**src/rtl/dcim_pkg.sv**
```systemverilog
// Shared types and constants for the TinyDCIM sequencer.
// DCIM_SIGNED_ACT_EN selects two's-complement activations.
package dcim_pkg;

   typedef enum logic [2:0] {
      S_IDLE,
      S_LOAD_W,
      S_LOAD_A,
      S_COMPUTE,
      S_DRAIN
   } state_e;

   localparam logic [7:0] OP_LOAD_W = 8'h01;
   localparam logic [7:0] OP_RUN    = 8'h02;

   localparam int ACC_W     = 24;
   localparam int RES_BYTES = 3;
   localparam int ACT_BITS  = 8;

endpackage

```
**src/rtl/dcim_if.sv**
```systemverilog
// Host byte bus of the sequencer: command in, result out.
interface dcim_if;

   logic       cmd_valid;
   logic       cmd_ready;
   logic [7:0] cmd_data;
   logic       res_valid;
   logic       res_ready;
   logic [7:0] res_data;

   modport master (
      output cmd_valid, cmd_data, res_ready,
      input  cmd_ready, res_valid, res_data
   );

   modport slave (
      input  cmd_valid, cmd_data, res_ready,
      output cmd_ready, res_valid, res_data
   );

endinterface

```
**src/rtl/dcim_byte_ser.sv**
```systemverilog
// Loads a 24-bit word and streams it out LSB byte first
// over a valid/ready port; done_o marks the last handshake.
module dcim_byte_ser
   import dcim_pkg::*;
(
   input  logic             clk,
   input  logic             rst_n,
   input  logic             load_i,
   input  logic [ACC_W-1:0] data_i,
   input  logic             ready_i,
   output logic             valid_o,
   output logic [7:0]       data_o,
   output logic             done_o
);

   logic [ACC_W-1:0] sh_q, sh_d;
   logic             valid_q, valid_d;
   logic [1:0]       idx_q, idx_d;
   logic             hs;

   assign hs      = valid_q && ready_i;
   assign done_o  = hs && (idx_q == 2'(RES_BYTES - 1));
   assign valid_o = valid_q;
   assign data_o  = sh_q[7:0];

   always_comb begin
      sh_d    = sh_q;
      valid_d = valid_q;
      idx_d   = idx_q;
      if (load_i) begin
         sh_d    = data_i;
         valid_d = 1'b1;
         idx_d   = '0;
      end else if (hs) begin
         sh_d  = sh_q >> 8;
         idx_d = idx_q + 2'd1;
         if (done_o) valid_d = 1'b0;
      end
   end

   always_ff @(posedge clk) begin
      if (!rst_n) begin
         sh_q    <= '0;
         valid_q <= 1'b0;
         idx_q   <= '0;
      end else begin
         sh_q    <= sh_d;
         valid_q <= valid_d;
         idx_q   <= idx_d;
      end
   end

endmodule

```
**src/rtl/dcim_seq_ctrl.sv**
```systemverilog
// TinyDCIM sequencer: byte-stream decode, bit-serial compute, result drain.
// Define DCIM_SIGNED_ACT_EN for two's-complement activations.
module dcim_seq_ctrl
   import dcim_pkg::*;
#(
   parameter int ROWS = 8
) (
   input  logic                      clk,
   input  logic                      rst_n,
   dcim_if.slave                     bus,
   output logic                      busy,
   output logic                      err,
   output logic                      arr_wr_en,
   output logic [$clog2(ROWS)-1:0]   arr_row,
   output logic [7:0]                arr_wdata,
   output logic [ROWS-1:0]           arr_act,
   input  logic [8+$clog2(ROWS)-1:0] arr_psum
);

   localparam int RW = $clog2(ROWS);

   state_e           state_q, state_d;
   logic [RW-1:0]    cnt_q, cnt_d;
   logic [2:0]       bit_q, bit_d;
   logic [ACC_W-1:0] acc_q, acc_d;
   logic             err_q, err_d;
   logic             wr_en_q, wr_en_d;
   logic [RW-1:0]    row_q, row_d;
   logic [7:0]       wdata_q, wdata_d;
   logic [7:0]       act_q [ROWS];
   logic             act_we;
   logic             xfer;
   logic             last;
   logic             ser_load;
   logic             ser_done;
   logic [ACC_W-1:0] psum_ext;

   assign bus.cmd_ready = (state_q == S_IDLE)
                       || (state_q == S_LOAD_W)
                       || (state_q == S_LOAD_A);
   assign xfer      = bus.cmd_valid && bus.cmd_ready;
   assign last      = (cnt_q == RW'(ROWS - 1));
   assign psum_ext  = ACC_W'(arr_psum);
   assign busy      = (state_q != S_IDLE);
   assign err       = err_q;
   assign arr_wr_en = wr_en_q;
   assign arr_row   = row_q;
   assign arr_wdata = wdata_q;

   always_comb begin
      state_d  = state_q;
      cnt_d    = cnt_q;
      bit_d    = bit_q;
      acc_d    = acc_q;
      err_d    = err_q;
      wr_en_d  = 1'b0;
      row_d    = row_q;
      wdata_d  = wdata_q;
      act_we   = 1'b0;
      ser_load = 1'b0;
      unique case (state_q)
         S_IDLE: begin
            if (xfer) begin
               cnt_d = '0;
               unique case (1'b1)
                  (bus.cmd_data == OP_LOAD_W): begin
                     state_d = S_LOAD_W;
                     err_d   = 1'b0;
                  end
                  (bus.cmd_data == OP_RUN): begin
                     state_d = S_LOAD_A;
                     err_d   = 1'b0;
                  end
                  default: err_d = 1'b1;
               endcase
            end
         end
         S_LOAD_W: begin
            if (xfer) begin
               wr_en_d = 1'b1;
               row_d   = cnt_q;
               wdata_d = bus.cmd_data;
               cnt_d   = cnt_q + 1'b1;
               if (last) state_d = S_IDLE;
            end
         end
         S_LOAD_A: begin
            if (xfer) begin
               act_we = 1'b1;
               cnt_d  = cnt_q + 1'b1;
               if (last) begin
                  state_d = S_COMPUTE;
                  acc_d   = '0;
                  bit_d   = 3'(ACT_BITS - 1);
               end
            end
         end
         S_COMPUTE: begin
`ifdef DCIM_SIGNED_ACT_EN
            // MSB plane carries negative weight
            if (bit_q == 3'(ACT_BITS - 1))
               acc_d = (acc_q << 1) - psum_ext;
            else
               acc_d = (acc_q << 1) + psum_ext;
`else
            acc_d = (acc_q << 1) + psum_ext;
`endif
            bit_d = bit_q - 3'd1;
            if (bit_q == 3'd0) begin
               state_d  = S_DRAIN;
               ser_load = 1'b1;
            end
         end
         S_DRAIN: begin
            if (ser_done) state_d = S_IDLE;
         end
         default: state_d = S_IDLE;
      endcase
   end

   always_comb begin
      arr_act = '0;
      if (state_q == S_COMPUTE)
         for (int r = 0; r < ROWS; r++)
            arr_act[r] = act_q[r][bit_q];
   end

   always_ff @(posedge clk) begin
      if (!rst_n) begin
         state_q <= S_IDLE;
         cnt_q   <= '0;
         bit_q   <= '0;
         acc_q   <= '0;
         err_q   <= 1'b0;
         wr_en_q <= 1'b0;
         row_q   <= '0;
         wdata_q <= '0;
         for (int r = 0; r < ROWS; r++)
            act_q[r] <= '0;
      end else begin
         state_q <= state_d;
         cnt_q   <= cnt_d;
         bit_q   <= bit_d;
         acc_q   <= acc_d;
         err_q   <= err_d;
         wr_en_q <= wr_en_d;
         row_q   <= row_d;
         wdata_q <= wdata_d;
         if (act_we) act_q[cnt_q] <= bus.cmd_data;
      end
   end

   dcim_byte_ser u_ser (
      .clk     (clk),
      .rst_n   (rst_n),
      .load_i  (ser_load),
      .data_i  (acc_d),
      .ready_i (bus.res_ready),
      .valid_o (bus.res_valid),
      .data_o  (bus.res_data),
      .done_o  (ser_done)
   );

endmodule

```
**src/flat_wrapper.sv**
```systemverilog
// flat-port wrapper written by rule: the top's interface ports become plain ports
module dcim_seq_ctrl_flat import dcim_pkg::*;
#(
   parameter int ROWS = 8
)
  (clk, rst_n, busy, err, arr_wr_en, arr_row, arr_wdata, arr_act, arr_psum, bus_cmd_valid, bus_cmd_data, bus_res_ready, bus_cmd_ready, bus_res_valid, bus_res_data);
  dcim_if bus_i ();
  input  logic clk;
  input  logic rst_n;
  output logic busy;
  output logic err;
  output logic arr_wr_en;
  output logic [$clog2(ROWS)-1:0] arr_row;
  output logic [7:0] arr_wdata;
  output logic [ROWS-1:0] arr_act;
  input  logic [8+$clog2(ROWS)-1:0] arr_psum;
  input wire logic [$bits(bus_i.cmd_valid)-1:0] bus_cmd_valid;
  input wire logic [$bits(bus_i.cmd_data)-1:0] bus_cmd_data;
  input wire logic [$bits(bus_i.res_ready)-1:0] bus_res_ready;
  output wire logic [$bits(bus_i.cmd_ready)-1:0] bus_cmd_ready;
  output wire logic [$bits(bus_i.res_valid)-1:0] bus_res_valid;
  output wire logic [$bits(bus_i.res_data)-1:0] bus_res_data;
  assign bus_i.cmd_valid = bus_cmd_valid;
  assign bus_i.cmd_data = bus_cmd_data;
  assign bus_i.res_ready = bus_res_ready;
  assign bus_cmd_ready = bus_i.cmd_ready;
  assign bus_res_valid = bus_i.res_valid;
  assign bus_res_data = bus_i.res_data;
  dcim_seq_ctrl #(.ROWS(ROWS)) u_core (.clk(clk), .rst_n(rst_n), .bus(bus_i), .busy(busy), .err(err), .arr_wr_en(arr_wr_en), .arr_row(arr_row), .arr_wdata(arr_wdata), .arr_act(arr_act), .arr_psum(arr_psum));
endmodule
```
**config.mk**
```make
export PLATFORM = sky130hd
export DESIGN_NAME = dcim_seq_ctrl_flat
export DESIGN_NICKNAME = d
export VERILOG_FILES = /design/src/rtl/dcim_pkg.sv /design/src/rtl/dcim_if.sv /design/src/rtl/dcim_byte_ser.sv /design/src/rtl/dcim_seq_ctrl.sv /design/src/flat_wrapper.sv
export SDC_FILE = /design/constraint.sdc
export NUM_CORES = 1
export LEC_CHECK = 0
export CAP_MARGIN = 30
export CORE_ASPECT_RATIO = 1.1
export CORE_MARGIN = 1.5
export CORE_UTILIZATION = 45
export CTS_BUF_LIST = sky130_fd_sc_hd__clkbuf_16
export CTS_CLUSTER_DIAMETER = 50
export DETAILED_ROUTE_END_ITERATION = 8
export GPL_TIMING_DRIVEN = 1
export PLACE_DENSITY_LB_ADDON = 0.1
export SLEW_MARGIN = 20
export SYNTH_ARGS = -nofsm -noshare
export SYNTH_HDL_FRONTEND = slang
export SYNTH_SLANG_ARGS = --single-unit
```
**constraint.sdc**
```tcl
create_clock -name clk -period 4 [get_ports clk]
set_input_delay 1.2 -clock clk [delete_from_list [all_inputs] [get_ports clk]]
set_output_delay 1.2 -clock clk [all_outputs]
set_load 0.01 [all_outputs]
```
==> metrics.log <==
INFO  metric outcome = finished, final reports clean
INFO  metric combinational_family_with_the_most_area_after_synthesis = simple AND/OR/NAND/NOR gates
INFO  metric clock_tree.buffer_depth = 2
INFO  metric synth_compound_area_share = 12.6%
INFO  metric utilization = a little under three fifths
INFO  metric placementRows = 46
INFO  metric finalSetupTns = 0 ns
INFO  metric drc = 0
INFO  metric yosysWarningCount = 0
INFO  metric boundaryPins = 55
INFO  metric floorplan.die.height = between 100 and 150 um
INFO  metric num-nets-final = 736
INFO  metric period_minus_slack = ~3.6 ns
INFO  metric layout-drive-gt1-share = 11.7%
INFO  metric final.period_utilization = 91.2%
INFO  metric postCtsSetupBuffers = 0
INFO  metric final_hold_viols = 0
INFO  metric port_buffers = 54
INFO  metric postLayoutSetupSlackWorst = 0.351 ns
INFO  metric power.static_leakage = 2.85 nW
INFO  metric dpl_cell_area = 7430 sq um
INFO  metric critical_path_required = about 2.8 ns
INFO  metric overflow = 0
INFO  metric cp_max_fo = 16
INFO  metric yosys.area_share.simple = 19.3%
INFO  metric syn_avg_cell_area = 10.4 sq um
INFO  metric initial_core_utilization = 46.0%
INFO  metric place.detailed.hpwl = 11300 um
INFO  metric synth_cells = 639
INFO  metric edff_count_synth = 64
INFO  metric insertedDiodeCount = 0
INFO  metric power_per_cell_area = 385 nW/um^2
INFO  metric synth.distinct_cells = 57
INFO  metric crit_type = flip-flop to output port
INFO  metric first_global_vias = 4998
INFO  metric postRouteWirelength = 16500 um
INFO  metric die-area = roughly 15000 sq um
INFO  metric critical_path_arrival = 2.45 ns
INFO  metric vias_per_cell = 5.58
INFO  metric synthAdderAreaFrac = 3.13%
INFO  metric drv_slew = 0
INFO  metric yosys_most_used_dff = sky130_fd_sc_hd__dfxtp_1
INFO  metric cts-buffers-inserted = 17
INFO  metric ys_seq_elements = 136
INFO  metric relative_slew_margins = 43.0%
INFO  metric synthesis.nets = just under 700
INFO  metric cts_tree = built
INFO  metric cap_viol_max_count = 0
INFO  metric numClockSinks = 136
INFO  metric finalInstanceArea = approximately 8000 sq um
INFO  metric globalplace.congestion = roughly 0.86
INFO  metric maximum_number_of_pins_on_one_net_before_global_route_repair = 25
INFO  metric synth-async-reset-ratio = 0%
INFO  metric area.growth.synth_to_final = 20.2%
INFO  metric dieWidth = 119 um
INFO  metric gr-usage-all-layers = 22.4%
INFO  metric min-delay-path-class = flip-flop to flip-flop
INFO  metric finalSetupViolCount = 0
INFO  metric clkLatencyLatePin = 0.42 ns
INFO  metric antenna_found_initial = 0
INFO  metric vdd_ir_drop_max = 0.235 mV
INFO  metric grt_pass1_wl = 26400 um
INFO  metric cts_root_buf = sky130_fd_sc_hd__clkbuf_16
INFO  metric worst_margin_slew = about 0.85 ns
INFO  metric detail_route.wl_per_cell = 18.3 um
INFO  metric worstSetupEndpointType = output port
INFO  metric fmax_achieved = 274 MHz
INFO  metric detailroute.via_count = just over 5000
INFO  metric cts-hold-fix-buffers = 0
INFO  metric total_power = 3.08 mW
INFO  metric detail-route-antenna-nets = 0
INFO  metric grt_setup_unrepaired = false
INFO  metric synth-seq-area-share = roughly half
INFO  metric post_synth_mux_area_share = 7.93%
INFO  metric design.core.area = roughly 14000 sq um
INFO  metric cts-htree-levels = 4
INFO  metric post_cts_resize_count = 0
INFO  metric first_pass_iters = 5
INFO  metric synth.cell_area = 6640 sq um
INFO  metric crit_path_start_kind = flip-flop
INFO  metric fin_worst_skew = approximately 0.0071 ns
INFO  metric drtIter0Drc = 446
INFO  metric synth_xor_xnor_area_share = 2.90%
INFO  metric detailedPlace.worstSlack = 0.411 ns
INFO  metric clkSlewWorstSetupHoldPaths = 0.06 ns
synth_stat cells, types with 6 or more instances:
cell type	count	area, sq um
sky130_fd_sc_hd__dfxtp_1	72	1440
sky130_fd_sc_hd__and2_1	68	425
sky130_fd_sc_hd__nand2_1	67	251
sky130_fd_sc_hd__edfxtp_1	64	1920
sky130_fd_sc_hd__nor2_1	44	165
sky130_fd_sc_hd__a21oi_1	42	210
sky130_fd_sc_hd__o21ai_0	34	170
sky130_fd_sc_hd__clkbuf_1	28	105
sky130_fd_sc_hd__a211oi_1	16	120
sky130_fd_sc_hd__mux4_2	16	360
sky130_fd_sc_hd__xnor2_1	16	140
sky130_fd_sc_hd__ha_1	15	188
sky130_fd_sc_hd__nor3_1	13	65.1
sky130_fd_sc_hd__and3_1	11	68.8
sky130_fd_sc_hd__mux2i_1	11	110
sky130_fd_sc_hd__inv_1	9	33.8
sky130_fd_sc_hd__nand3_1	9	45.0
sky130_fd_sc_hd__a22oi_1	8	60.1
sky130_fd_sc_hd__buf_4	8	60.1
sky130_fd_sc_hd__nand2b_1	8	50.1
sky130_fd_sc_hd__nand4_1	7	43.8
sky130_fd_sc_hd__xor2_1	6	52.6
final cells by class:
cell class | count | area [sq um]
Sequential cell | 136 | 3360
Clock buffer | 17 | 425
Inverter | 10 | 37.5
Fill cell | 1328 | 6470
Tap cell | 192 | 240
Multi-Input combinational cell | 451 | 3050
Clock inverter | 14 | 119
Timing Repair Buffer | 81 | 743
worst paths after layout:
kind / start / to / slack (ns) / cells after the start
max: u_core.bit_q[0] / arr_act[0] / 0.35 / 5
min: u_core.arr_wdata[2] / u_core.arr_wdata[2] / 0.45 / 2
max reg2reg: u_core.bit_q[2] / u_core.u_ser.sh_q[17] / 1.37 / 6
min reg2reg: u_core.arr_wdata[2] / u_core.arr_wdata[2] / 0.45 / 2
state kept, by name, summed over array words and instances, names as in the netlist:
name and cells:
u_core.arr_wdata 8, u_core.u_ser.valid_o 1, u_core.bit_q 3, u_core.err 1, u_core.arr_wr_en 1, u_core.acc_q 23
u_core.cnt_q 3, u_core.u_ser.sh_q 24, u_core.arr_row 3, u_core.state_q 3, u_core.u_ser.idx_q 2, u_core.act_q 64
critical path: stages, from the launching register on:
cell and delay (ns):
sky130_fd_sc_hd__dfxtp_1 0.37, sky130_fd_sc_hd__buf_4 0.35, sky130_fd_sc_hd__mux4_2 0.56, sky130_fd_sc_hd__mux2i_1 0.17, sky130_fd_sc_hd__nor2_1 0.06, sky130_fd_sc_hd__clkdlybuf4s50_1 0.50
metrics by stage:
step	cells	hold WS (ns)
after floorplan	639	0.421
after global placement	870	0.445
after detailed placement	870	0.449
after CTS	901	0.457
after global routing	901	0.477
final	901	0.454
layout by cell type, fill, tap and decap left out, types with 6 or more instances in the layout:
cell and instances:
sky130_fd_sc_hd__a211oi_1 16, sky130_fd_sc_hd__a21oi_1 42, sky130_fd_sc_hd__a22oi_1 8, sky130_fd_sc_hd__and2_1 68
sky130_fd_sc_hd__and3_1 11, sky130_fd_sc_hd__buf_4 27, sky130_fd_sc_hd__clkbuf_16 17, sky130_fd_sc_hd__clkdlybuf4s50_1 54
sky130_fd_sc_hd__dfxtp_1 72, sky130_fd_sc_hd__edfxtp_1 64, sky130_fd_sc_hd__ha_1 15, sky130_fd_sc_hd__inv_1 12
sky130_fd_sc_hd__mux2i_1 11, sky130_fd_sc_hd__mux4_2 16, sky130_fd_sc_hd__nand2_1 67, sky130_fd_sc_hd__nand2b_1 8
sky130_fd_sc_hd__nand3_1 9, sky130_fd_sc_hd__nand4_1 7, sky130_fd_sc_hd__nor2_1 44, sky130_fd_sc_hd__nor3_1 12
sky130_fd_sc_hd__o21ai_0 34, sky130_fd_sc_hd__xnor2_1 16, sky130_fd_sc_hd__xor2_1 6
metal layers:
metal	part of all wire, %	wire (um)	up-vias	track usage [%]
met5	0	0	-	0
met4	2.9	476	0	10.3
met3	4.6	759	29	4.34
met2	51	8370	128	40.2
met1	42	6890	2441	26.4
li1	-	-	2430	-
kinds of logic (layout without fill, tap and decap cells):
kind of cell               after synthesis  count (layout)
DFF                                    136             136
muxes                                   32              32
buffers and inverters                   52             122
adders and majority gates               16              16
AOI/OAI and AO/OA                      131             131
and+or+nand+nor                        250             250
xor gates and xnor gates                22              22
report_power, final:
group / internal, mW / leakage (nW) / total (mW) / switching (mW)
registers: 1.48 / 1.22 / 1.49 / 0.00724
clock network: 0.894 / 0.277 / 1.46 / 0.566
logic: 0.0540 / 1.35 / 0.127 / 0.0734
total: 2.43 / 2.85 / 3.07 / 0.647
No activity file was read; power rests on OpenSTA's default activity.
